[src/rtl/data_stack_if.sv]
// Operand/result bus between the data stack and its user (decoder + ALU).
// The stack takes the slave side; whatever issues ops takes the master side.
interface data_stack_if #(
    parameter int WIDTH = 16,
    parameter int AW    = 4
) ();
    logic [2:0]       i_op;
    logic [WIDTH-1:0] i_din;
    logic [WIDTH-1:0] o_tos;
    logic [WIDTH-1:0] o_nos;
    logic [AW:0]      o_count;
    logic             o_empty;
    logic             o_full;
    logic             o_err;
    logic [1:0]       o_err_code;

    modport master (
        output i_op, i_din,
        input  o_tos, o_nos, o_count, o_empty, o_full, o_err, o_err_code
    );

    modport slave (
        input  i_op, i_din,
        output o_tos, o_nos, o_count, o_empty, o_full, o_err, o_err_code
    );
endinterface

[src/rtl/data_stack.sv]
// Data stack feeding the ALU: TOS/NOS out, result written back in one cycle.
// Define DSTACK_ERR_TRAP_EN to get the sticky err/err_code trap; otherwise both read 0.
module data_stack #(
    parameter int WIDTH = 16,
    parameter int DEPTH = 16,
    parameter int AW    = 4
) (
    input  logic         clk,
    input  logic         reset,
    data_stack_if.slave  bus
);

    localparam logic [2:0] OP_NOP     = 3'b000;
    localparam logic [2:0] OP_PUSH    = 3'b001;
    localparam logic [2:0] OP_POP     = 3'b010;
    localparam logic [2:0] OP_REPLACE = 3'b011;
    localparam logic [2:0] OP_BINOP   = 3'b100;
    localparam logic [2:0] OP_DUP     = 3'b101;
    localparam logic [2:0] OP_SWAP    = 3'b110;

    localparam logic [AW-1:0] IDX_ONE   = 1;
    localparam logic [AW:0]   CNT_ONE   = 1;
    localparam logic [AW:0]   CNT_TWO   = 2;
    localparam logic [AW:0]   CNT_DEPTH = (AW+1)'(DEPTH);

    logic [WIDTH-1:0] r_mem [DEPTH];
    logic [AW:0]      r_count;

    logic [AW-1:0]    w_top;
    logic [AW-1:0]    w_next;
    logic [AW-1:0]    w_free;
    logic             w_hasOne;
    logic             w_hasTwo;
    logic             w_full;
    logic [WIDTH-1:0] w_tos;
    logic [WIDTH-1:0] w_nos;
    logic             w_ovf;
    logic             w_unf;
    logic             w_legal;

    assign w_top    = r_count[AW-1:0] - IDX_ONE;
    assign w_next   = w_top - IDX_ONE;
    assign w_free   = r_count[AW-1:0];
    assign w_hasOne = (r_count >= CNT_ONE);
    assign w_hasTwo = (r_count >= CNT_TWO);
    assign w_full   = (r_count == CNT_DEPTH);
    assign w_tos    = w_hasOne ? r_mem[w_top]  : '0;
    assign w_nos    = w_hasTwo ? r_mem[w_next] : '0;

    // A DUP on an empty stack has nothing to copy, so it is classed as underflow.
    always_comb begin
        w_ovf = 1'b0;
        w_unf = 1'b0;
        case (bus.i_op)
            OP_PUSH:    w_ovf = w_full;
            OP_POP:     w_unf = !w_hasOne;
            OP_REPLACE: w_unf = !w_hasOne;
            OP_BINOP:   w_unf = !w_hasTwo;
            OP_DUP: begin
                w_ovf = w_full;
                w_unf = !w_hasOne;
            end
            OP_SWAP:    w_unf = !w_hasTwo;
            default: begin
                w_ovf = 1'b0;
                w_unf = 1'b0;
            end
        endcase
        w_legal = !(w_ovf || w_unf);
    end

    always_ff @(posedge clk or posedge reset) begin
        if (reset) begin
            r_count <= '0;
        end else if (w_legal) begin
            case (bus.i_op)
                OP_PUSH, OP_DUP:  r_count <= r_count + CNT_ONE;
                OP_POP, OP_BINOP: r_count <= r_count - CNT_ONE;
                default:          r_count <= r_count;
            endcase
        end
    end

    // Storage is deliberately not reset; only the count defines validity.
    always_ff @(posedge clk) begin
        if (!reset && w_legal) begin
            case (bus.i_op)
                OP_PUSH:    r_mem[w_free] <= bus.i_din;
                OP_REPLACE: r_mem[w_top]  <= bus.i_din;
                OP_BINOP:   r_mem[w_next] <= bus.i_din;
                OP_DUP:     r_mem[w_free] <= w_tos;
                OP_SWAP: begin
                    r_mem[w_top]  <= r_mem[w_next];
                    r_mem[w_next] <= r_mem[w_top];
                end
                default: ;
            endcase
        end
    end

    assign bus.o_tos   = w_tos;
    assign bus.o_nos   = w_nos;
    assign bus.o_count = r_count;
    assign bus.o_empty = !w_hasOne;
    assign bus.o_full  = w_full;

`ifdef DSTACK_ERR_TRAP_EN
    logic       r_err;
    logic [1:0] r_errCode;

    // The first error type is kept until reset; later faults only keep err high.
    always_ff @(posedge clk or posedge reset) begin
        if (reset) begin
            r_err     <= 1'b0;
            r_errCode <= 2'b00;
        end else if (!w_legal) begin
            r_err <= 1'b1;
            if (!r_err) begin
                r_errCode <= w_ovf ? 2'b01 : 2'b10;
            end
        end
    end

    assign bus.o_err      = r_err;
    assign bus.o_err_code = r_errCode;
`else
    assign bus.o_err      = 1'b0;
    assign bus.o_err_code = 2'b00;
`endif

endmodule
[src/flat_wrapper.sv]
// flat-port wrapper written by rule: the top's interface ports become plain ports
module data_stack_flat 
#(
    parameter int WIDTH = 16,
    parameter int DEPTH = 16,
    parameter int AW    = 4
)
  (clk, reset, bus_i_op, bus_i_din, bus_o_tos, bus_o_nos, bus_o_count, bus_o_empty, bus_o_full, bus_o_err, bus_o_err_code);
  data_stack_if #(.WIDTH(WIDTH), .AW(AW)) bus_i ();
  input  logic clk;
  input  logic reset;
  input wire logic [$bits(bus_i.i_op)-1:0] bus_i_op;
  input wire logic [$bits(bus_i.i_din)-1:0] bus_i_din;
  output wire logic [$bits(bus_i.o_tos)-1:0] bus_o_tos;
  output wire logic [$bits(bus_i.o_nos)-1:0] bus_o_nos;
  output wire logic [$bits(bus_i.o_count)-1:0] bus_o_count;
  output wire logic [$bits(bus_i.o_empty)-1:0] bus_o_empty;
  output wire logic [$bits(bus_i.o_full)-1:0] bus_o_full;
  output wire logic [$bits(bus_i.o_err)-1:0] bus_o_err;
  output wire logic [$bits(bus_i.o_err_code)-1:0] bus_o_err_code;
  assign bus_i.i_op = bus_i_op;
  assign bus_i.i_din = bus_i_din;
  assign bus_o_tos = bus_i.o_tos;
  assign bus_o_nos = bus_i.o_nos;
  assign bus_o_count = bus_i.o_count;
  assign bus_o_empty = bus_i.o_empty;
  assign bus_o_full = bus_i.o_full;
  assign bus_o_err = bus_i.o_err;
  assign bus_o_err_code = bus_i.o_err_code;
  data_stack #(.WIDTH(WIDTH), .DEPTH(DEPTH), .AW(AW)) u_core (.clk(clk), .reset(reset), .bus(bus_i));
endmodule
[config.mk]
export PLATFORM = sky130hd
export DESIGN_NAME = data_stack_flat
export DESIGN_NICKNAME = d
export VERILOG_FILES = /design/src/rtl/data_stack_if.sv /design/src/rtl/data_stack.sv /design/src/flat_wrapper.sv
export SDC_FILE = /design/constraint.sdc
export NUM_CORES = 1
export LEC_CHECK = 0
export BUFFER_PORTS_ARGS = -buffer_cell sky130_fd_sc_hd__buf_4
export CAP_MARGIN = 20
export CELL_PAD_IN_SITES_DETAIL_PLACEMENT = 1
export CELL_PAD_IN_SITES_GLOBAL_PLACEMENT = 2
export CORE_UTILIZATION = 25
export CTS_CLUSTER_SIZE = 8
export DETAILED_ROUTE_END_ITERATION = 10
export PLACE_DENSITY_LB_ADDON = 0.1
export SYNTH_ARGS = -nofsm -noshare
export SYNTH_HDL_FRONTEND = slang
export SYNTH_SLANG_ARGS = --single-unit
[constraint.sdc]
create_clock -name clk -period 6.1 [get_ports clk]
set_clock_uncertainty 0.2 [all_clocks]
set_input_delay 0 -clock clk [delete_from_list [all_inputs] [get_ports clk]]
set_output_delay 0 -clock clk [all_outputs]
set_load 0.01 [all_outputs]
==> impl_metrics.env, run 1 <==
export IMPL_area_growth_pct=19.1
export IMPL_cts_root_buf="clkbuf_16"
export IMPL_rsz0062_at_grt="no"
export IMPL_grt_pass1_wl_um=99600
export IMPL_synth_ff_type="edfxtp_1"
export IMPL_dieArea_mm2=0.0676
export IMPL_hp_class="input port to register"
export IMPL_pwr_density_cell_mw_per_mm2=578
export IMPL_clock_sinks=261
export IMPL_drtAntennaViolNets=0
export IMPL_cp_arrival_ns=5.25
export IMPL_grt_use_total_pct=20.9
export IMPL_drv_cap=0
export IMPL_avgSynthCellArea_um2=11.7
export IMPL_synth_edf_count=256
export IMPL_setup_tns_final_ns=0
export IMPL_post_route_period_util_pct=85.1
export IMPL_cts_tree="built"
export IMPL_tightest_slew_ns=0.992
export IMPL_overflow=0
export IMPL_pin_count=63
export IMPL_critPathKind="register to register"
export IMPL_cpPeakStageDelay_ns=0.73
export IMPL_insertion_delay_ns=0.56
export IMPL_port_buffers=59
export IMPL_path_clk_slew_ns=0.06
export IMPL_path_max_fanout=36
export IMPL_netlist_area_mm2=0.0166
export IMPL_antenna_found_initial=0
export IMPL_power_leakage_nw=6.96
export IMPL_yosysUniqueCellTypes=68
export IMPL_hold_viol_final=0
export IMPL_async_reset_ff_share_pct=1.92
export IMPL_htree_levels=2
export IMPL_grt_max_degree=65
export IMPL_end_kind="register"
export IMPL_drt_vias_per_instance=5.30
export IMPL_ir_drop_mv=0.313
export IMPL_finalSetupViolCount=0
export IMPL_synth_seq_cells=261
export IMPL_syn_inst=1427
export IMPL_drtIter0Drc=853
export IMPL_vias=12700
export IMPL_drive_gt1_share_pct=26.3
export IMPL_hpwlAfterDp_um=46300
export IMPL_place_congestion=0.778
export IMPL_die_h_um=260
export IMPL_crit_path_start_kind="register"
export IMPL_core_area_mm2=0.0657
export IMPL_firstDrtPassIters=5
export IMPL_clockBufferDepth=3
export IMPL_slew_violations=0
export IMPL_critical_path_cell_chain="inv_1 -> ha_4 -> nor4bb_4 -> buf_4 -> nor3_1 -> or2_2 -> buf_12 -> a2111oi_2 -> a211oi_1 -> buf_4 -> a211oi_4 -> a21oi_1"
export IMPL_drc=0
export IMPL_start_util_pct=25.3
export IMPL_cpMostUsedCell="buf_4"
export IMPL_drt_total_wl_um=70200
export IMPL_mostFrequentLayoutCells="256 x edfxtp_1, 187 x nand2_1, 155 x o21ai_1"
export IMPL_rows=94
export IMPL_outcome="finished clean"
export IMPL_final_nets=1547
export IMPL_nFillCells=7125
export IMPL_grt_pass1_vias=13000
export IMPL_min_period_ns=5.19
export IMPL_critical_path_slowest_cell="a211oi_4"
export IMPL_ys_seq_area_share_pct=47.0
export IMPL_cpLargestDelayFamily="compound AO/OA/AOI/OAI gates"
export IMPL_yosysWarnings=0
export IMPL_wl_per_cell_um=29.3
export IMPL_postCtsSetupRepairBufs=0
export IMPL_finalWorstSetupSlack_ns=0.907
export IMPL_die_x_um=260
export IMPL_fmax_ghz=0.193
export IMPL_crit_buf_inv=4
export IMPL_numCtsBuffers=39
export IMPL_slew_limit_headroom_pct=32.9
export IMPL_required_ns=6.16
export IMPL_final_common_cell="edfxtp_1"
export IMPL_pre_cts_slack_ns=0.934
## final cells by class
class | count | area [um2] | area share [%]
Inverter | 21 | 78.8 | 0.398
Timing Repair Buffer | 180 | 1480 | 7.48
Sequential cell | 261 | 7820 | 39.4
Multi-Input combinational cell | 1016 | 8300 | 41.9
Clock buffer | 45 | 1020 | 5.15
Clock inverter | 5 | 36.3 | 0.183
Antenna cell | 1 | 2.50 | 0.0126
Tap cell | 864 | 1080 | 5.46
## cell usage after synthesis (20+ instances only)
master	count	area [um2]
inv_1	20	75.1
a21oi_1	62	310
o21ai_1	168	841
mux2i_1	127	1270
mux4_2	116	2610
nor2_1	116	435
mux2_2	22	248
nand3_1	24	120
edfxtp_1	256	7690
buf_2	46	230
nand2_1	187	702
clkbuf_1	59	221
## stage by stage
stage	utilization, %	total power, mW	cells	hold slack (ns)	area [um2]
after floorplan	-	6.86	1429	-0.413	16600
after global placement	28.1	9.54	2314	-0.197	18500
after detailed placement	28.2	9.57	2319	-0.206	18500
after CTS	30.1	11.6	2391	0.297	19800
after global routing	30.1	12.1	2392	0.202	19800
final	30.1	11.5	2393	0.203	19800
## kinds of logic after synthesis
kind of cell    count (synthesis)  synth area share, %
fa+ha+maj                       7                0.526
flops                         261                 47.0
simple gates                  381                 9.76
buf+inv                       152                 4.34
xor+xnor                       15                0.835
mux                           266                 24.9
other cells                     1               0.0225
compound gates                344                 12.6
## metal layers
| metal | share of wire, % | up-vias | GRT usage [%] |
|---|---|---|---|
| li1 | - | 5686 | - |
| met4 | 1.8 | 0 | 4.53 |
| met2 | 47 | 259 | 33.7 |
| met5 | 0 | - | 0 |
| met1 | 47 | 6666 | 29.4 |
| met3 | 4.1 | 69 | 3.19 |
## flip-flops by register name, indices dropped and copies added (netlist names)
| name | cells |
|---|---|
| u_core.bus.o_count | 5 |
| u_core.r_mem | 256 |
## path summary, 6_finish.rpt
| kind | startpoint | end | slack, ns | cells past startpoint |
|---|---|---|---|---|
| max | u_core.bus.o_count[1] | u_core.r_mem[13][12] | 0.91 | 12 |
| min | bus_i_din[6] | u_core.r_mem[1][6] | 0.20 | 4 |
| max reg2reg | u_core.bus.o_count[1] | u_core.r_mem[13][12] | 0.91 | 12 |
| min reg2reg | u_core.bus.o_count[4] | u_core.bus.o_count[4] | 0.37 | 1 |
| max in group asynchronous | reset | u_core.bus.o_count[0] | 5.12 | 4 |
| min in group asynchronous | reset | u_core.bus.o_count[1] | 0.33 | 4 |
## timing repair
item | in CTS | in global routing
hold endpoints to repair | 237 | 0
resized for setup | 0 | 0
hold buffers | 22 | 0
## worst reg2reg max path, cell delays in order (launching register included)
cell	delay [ns]
dfrtp_1	0.71
inv_1	0.30
ha_4	0.65
nor4bb_4	0.43
buf_4	0.34
nor3_1	0.12
or2_2	0.32
buf_12	0.22
a2111oi_2	0.45
a211oi_1	0.08
buf_4	0.18
a211oi_4	0.73
a21oi_1	0.16
## report_power, final
| group | internal [mW] | leakage, nW | switching (mW) |
|---|---|---|---|
| registers | 2.30 | 2.36 | 0.136 |
| logic | 2.87 | 4.08 | 4.15 |
| clock network | 1.17 | 0.515 | 0.834 |
No activity file was read; power rests on OpenSTA's default activity.
==> inputs of run 2 (changes only) <==
--- a/config.mk
+++ b/config.mk
@@ -12,6 +12,7 @@
 export CORE_UTILIZATION = 25
 export CTS_CLUSTER_SIZE = 8
 export DETAILED_ROUTE_END_ITERATION = 10
+export GPL_TIMING_DRIVEN = 0
 export PLACE_DENSITY_LB_ADDON = 0.1
 export SYNTH_ARGS = -nofsm -noshare
 export SYNTH_HDL_FRONTEND = slang
==> impl_metrics.env, run 2 (synthesized netlist as in run 1, its figures left out) <==
export IMPL_grt_use_total_pct=23.1
export IMPL_r2r_cells=18
export IMPL_clock_sinks=261
export IMPL_pin_count=63
export IMPL_rsz0062_at_grt="yes"
export IMPL_cp_arrival_ns=5.89
export IMPL_rows=94
export IMPL_path_clk_slew_ns=0.05
export IMPL_min_period_ns=5.83
export IMPL_insertion_delay_ns=0.56
export IMPL_power_leakage_nw=7.46
export IMPL_final_common_cell="edfxtp_1"
export IMPL_hold_viol_final=0
export IMPL_final_nets=1640
export IMPL_mostFrequentLayoutCells="256 x edfxtp_1, 185 x nand2_1, 154 x o21ai_1"
export IMPL_grt_pass1_vias=13700
export IMPL_post_route_period_util_pct=95.5
export IMPL_firstDrtPassIters=5
export IMPL_outcome="finished clean"
export IMPL_clockBufferDepth=3
export IMPL_start_util_pct=25.3
export IMPL_hold_depth=5
export IMPL_grt_max_degree=17
export IMPL_drv_cap=0
export IMPL_port_buffers=59
export IMPL_power_mw=12.8
export IMPL_overflow=0
export IMPL_end_kind="register"
export IMPL_tightest_slew_ns=1.12
export IMPL_numCtsBuffers=40
export IMPL_ir_drop_mv=0.246
export IMPL_drive_gt1_share_pct=30.3
export IMPL_drtAntennaViolNets=0
export IMPL_path_max_fanout=12
export IMPL_place_congestion=0.858
export IMPL_hpwlAfterDp_um=57100
export IMPL_critical_path_cell_chain="buf_4 -> buf_6 -> buf_6 -> buf_6 -> buf_8 -> inv_1 -> buf_2 -> clkbuf_2 -> ha_1 -> buf_4 -> and4_1 -> o31a_1 -> nor2_2 -> buf_4 -> buf_2 -> nand3_4 -> o21ai_4 -> buf_16"
export IMPL_antennaDiodeCount=0
export IMPL_slew_limit_headroom_pct=25.1
export IMPL_cts_root_buf="clkbuf_16"
export IMPL_drt_total_wl_um=77600
export IMPL_core_area_mm2=0.0657
export IMPL_finalCoreUtilization_pct=32.0
export IMPL_dieArea_mm2=0.0676
export IMPL_antenna_found_initial=0
export IMPL_hp_class="input port to register"
export IMPL_cts_tree="built"
export IMPL_cpPeakStageDelay_ns=0.43
export IMPL_finalSetupViolCount=0
export IMPL_area_growth_pct=26.4
export IMPL_largest_reg_flops=256
export IMPL_vias=13400
export IMPL_die_x_um=260
export IMPL_nFillCells=7082
export IMPL_pwr_density_cell_mw_per_mm2=607
export IMPL_drt_vias_per_instance=5.40
export IMPL_top_register="u_core.r_mem"
export IMPL_required_ns=6.17
export IMPL_critPathKind="register to register"
export IMPL_htree_levels=2
export IMPL_drc=0
export IMPL_fmax_ghz=0.172
export IMPL_drtIter0Drc=1339
export IMPL_die_h_um=260
export IMPL_grt_pass1_wl_um=109000
export IMPL_crit_path_start_kind="register"
export IMPL_wl_per_cell_um=31.2
export IMPL_critical_path_slowest_cell="dfrtp_2"
export IMPL_slew_violations=0
[run 2: cell count changes in the layout (fill, tap and decap cells not counted), moves of 8 or more]
cell,previous run,this run
nand3_1,24,11
o21ai_4,1,14
o21ai_2,17,6
buf_6,1,16
nand3_4,0,12
buf_8,2,11
clkbuf_4,0,8
buf_2,0,32
clkbuf_2,0,23
buf_16,0,9
buf_4,150,110
clkbuf_1,5,38
[run 2: path summary, 6_finish.rpt]
kind	from	to	slack, ns
min	bus_i_din[0]	u_core.r_mem[7][0]	0.08
min in group asynchronous	reset	u_core.bus.o_count[1]	0.31
max	u_core.bus.o_count[0]	u_core.r_mem[9][8]	0.27
max in group asynchronous	reset	u_core.bus.o_count[0]	5.18
max reg2reg	u_core.bus.o_count[0]	u_core.r_mem[9][8]	0.27
min reg2reg	u_core.bus.o_count[4]	u_core.bus.o_count[4]	0.34
[run 2: repair_timing]
| item | in CTS | in global routing |
|---|---|---|
| hold buffers | 20 | 0 |
| endpoints found under the setup margin | 544 | 432 |
| resized for setup | 118 | 27 |
| setup buffers | 16 | 18 |
| pin swaps | 7 | 8 |
| hold endpoints to repair | 148 | 0 |
[run 2: area by class of cell]
| cell class | instances | area (um2) | share of cell area (%) |
|---|---|---|---|
| multi-input combinational | 1016 | 8660 | 41.2 |
| sequential | 261 | 7810 | 37.2 |
| timing repair buffer | 142 | 1480 | 7.03 |
| tap | 864 | 1080 | 5.14 |
| clock buffer | 47 | 1050 | 4.99 |
| buffer | 130 | 772 | 3.67 |
| clock inverter | 6 | 86.3 | 0.411 |
| inverter | 21 | 78.8 | 0.375 |
[run 2: where the power goes]
part | total [mW] | internal, mW | switching (mW)
logic | 8.24 | 3.17 | 5.06
registers | 2.39 | 2.30 | 0.0951
clock network | 2.13 | 1.28 | 0.852
total | 12.8 | 6.75 | 6.01
[run 2: per-stage QoR]
stage,TNS [ns],cells,hold WS [ns],setup WS (ns),area (um2)
after floorplan,0,1429,-0.413,0.640,16600
after global placement,-811.17,2352,-0.228,-2.85,18200
after detailed placement,-534.77,2381,-0.225,-1.89,18900
after CTS,0,2469,0.0111,0.0248,20800
after global routing,-0.0144,2487,0.0509,-0.0144,21000
final,0,2487,0.0846,0.274,21000
[run 2: layer usage]
layer	vias to the layer above	track usage [%]	wire length, um
li1	5863	-	-
met1	7083	33.9	37300
met2	399	36.5	35400
met3	77	2.34	3410
met4	0	4.84	1510
met5	-	0	0
[run 2: worst max-delay path: cells and delay by family (launching register included)]
kind                     cells  cell delay (ns)
AO/OA/AOI/OAI                2             0.68
adder cells (fa/ha/maj)      1             0.36
buffers and inverters       12             2.86
flip-flops                   1             0.43
AND/OR/NAND/NOR              3             0.90
==> inputs of run 3 (changes only) <==
==> constraint.sdc (replaced) <==
create_clock -name clk -period 6.1 [get_ports clk]
set_clock_uncertainty 0.2 [all_clocks]
set_input_delay 0 -clock clk [delete_from_list [all_inputs] [get_ports clk]]
set_output_delay 0 -clock clk [all_outputs]
set_load 0.02 [all_outputs]
==> impl_metrics.env, run 3 (synthesized netlist as in run 1, its figures left out) <==
export IMPL_placed_cell_area_mm2=0.0189
export IMPL_place_congestion=0.858
export IMPL_finalCoreUtilization_pct=32.0
export IMPL_antenna_found_initial=0
export IMPL_area_growth_pct=26.4
export IMPL_cpPeakStageDelay_ns=0.44
export IMPL_min_period_ns=5.84
export IMPL_grt_pass1_wl_um=109000
export IMPL_cpLargestDelayFamily="buffers and inverters"
export IMPL_final_common_cell="edfxtp_1"
export IMPL_cp_arrival_ns=5.64
export IMPL_drive_gt1_share_pct=30.3
export IMPL_critical_path_slowest_cell="dfrtp_2"
export IMPL_hp_class="input port to register"
export IMPL_crit_buf_inv=13
export IMPL_slew_limit_headroom_pct=24.2
export IMPL_grt_pass1_vias=13600
export IMPL_hpwlAfterDp_um=57100
export IMPL_drtIter0Drc=1257
export IMPL_insertion_delay_ns=0.57
export IMPL_pin_count=63
export IMPL_firstDrtPassIters=5
export IMPL_path_clk_slew_ns=0.05
export IMPL_crit_path_start_kind="register"
export IMPL_pwr_density_cell_mw_per_mm2=624
export IMPL_core_area_mm2=0.0657
export IMPL_dieArea_mm2=0.0676
export IMPL_htree_levels=2
export IMPL_grt_max_degree=17
export IMPL_antennaDiodeCount=0
export IMPL_finalSetupViolCount=0
export IMPL_nFillCells=7091
export IMPL_top_register="u_core.r_mem"
export IMPL_cts_root_buf="clkbuf_16"
export IMPL_ir_drop_mv=0.255
export IMPL_multi_input_area_mm2=0.00866
export IMPL_end_kind="primary output"
export IMPL_clock_sinks=261
export IMPL_die_x_um=260
export IMPL_overflow=0
export IMPL_drc=0
export IMPL_tightest_slew_ns=1.13
export IMPL_start_util_pct=25.3
export IMPL_power_leakage_nw=7.46
export IMPL_design_area_mm2=0.0210
export IMPL_wl_per_cell_um=31.2
export IMPL_die_h_um=260
export IMPL_largest_reg_flops=256
export IMPL_hold_viol_final=0
export IMPL_port_buffers=59
export IMPL_rsz0062_at_grt="no"
export IMPL_critPathKind="register to primary output"
export IMPL_drtAntennaViolNets=0
export IMPL_drt_total_wl_um=77500
export IMPL_slew_violations=0
export IMPL_grt_use_total_pct=23.1
export IMPL_mostFrequentLayoutCells="256 x edfxtp_1, 185 x nand2_1, 154 x o21ai_1"
export IMPL_drv_cap=0
export IMPL_setup_tns_final_ns=0
export IMPL_final_nets=1641
export IMPL_cts_tree="built"
export IMPL_path_max_fanout=12
export IMPL_outcome="finished clean"
export IMPL_clockBufferDepth=3
export IMPL_power_mw=13.1
export IMPL_critical_path_cell_chain="buf_4 -> buf_6 -> buf_6 -> buf_6 -> buf_8 -> inv_1 -> buf_2 -> clkbuf_2 -> ha_1 -> buf_2 -> xor2_2 -> buf_4 -> xnor2_4 -> clkbuf_4 -> buf_2 -> nor2_1 -> a211oi_1 -> buf_4"
export IMPL_seq_area_mm2=0.00781
export IMPL_vias=13400
export IMPL_required_ns=5.90
export IMPL_post_route_period_util_pct=95.8
export IMPL_rows=94
export IMPL_fmax_ghz=0.171
export IMPL_drt_vias_per_instance=5.37
export IMPL_numCtsBuffers=40
## run 3: changes by cell type in the layout (fill, tap and decap cells not counted), sizes merged
cell | previous run | this run
buf | 187 | 188
## run 3: per-stage QoR
| step | instances | hold slack [ns] | setup WS, ns |
|---|---|---|---|
| global route | 2488 | 0.0509 | 0.0170 |
| finish | 2488 | 0.0820 | 0.256 |
| CTS | 2470 | 0.0111 | 0.0236 |
| global placement | 2352 | -0.228 | -2.85 |
| detailed placement | 2381 | -0.225 | -1.89 |
| floorplan | 1429 | -0.413 | 0.444 |
## run 3: area by class of cell
cell class                 count  share of cell area [%]
timing repair buffer         143                    7.06
tap                          864                    5.14
multi-input combinational   1016                    41.2
buffer                       130                    3.67
clock buffer                  47                    4.99
inverter                      21                   0.375
clock inverter                 6                   0.411
sequential                   261                    37.2
## run 3: what timing repair did
item,4_1_cts,5_1_grt
hold endpoints to repair,148,0
hold buffers,20,0
endpoints found under the setup margin,544,431
resized for setup,117,25
buffers inserted,17,18
pin swaps,7,8
## run 3: path summary, 6_finish.rpt
path                                  startpoint                     to  slack, ns  cells after the start
min                                 bus_i_din[0]     u_core.r_mem[7][0]       0.08                      5
min reg2reg                u_core.bus.o_count[4]  u_core.bus.o_count[4]       0.34                      1
max reg2reg                u_core.bus.o_count[0]    u_core.r_mem[10][8]       0.27                     18
max in group asynchronous                  reset  u_core.bus.o_count[0]       5.18                      4
max                        u_core.bus.o_count[0]           bus_o_nos[3]       0.26                     18
min in group asynchronous                  reset  u_core.bus.o_count[1]       0.32                      4
## run 3: per-layer routing
layer	vias to the layer above	track usage, %	share of wire, %
li1	5867	-	-
met1	7063	33.7	48
met2	357	36.5	46
met3	73	2.58	4.5
met4	0	4.80	1.9
met5	-	0	0
## run 3: worst register-to-register path, stage by stage (launching register included)
cell and delay (ns):
dfrtp_2 0.44, buf_4 0.23, buf_6 0.22, buf_6 0.26
buf_6 0.24, buf_8 0.23, inv_1 0.09, buf_2 0.20
clkbuf_2 0.26, ha_1 0.37, buf_4 0.21, and4_1 0.25
o31a_1 0.28, nor2_2 0.27, buf_4 0.31, buf_2 0.39
nand3_2 0.51, o21ai_4 0.30, buf_12 0.23
## run 3: report_power, final
| part | leakage (nW) | internal [mW] | switching [mW] |
|---|---|---|---|
| registers | 2.36 | 2.30 | 0.0970 |
| clock network | 0.555 | 1.28 | 0.854 |
| logic | 4.54 | 3.20 | 5.38 |
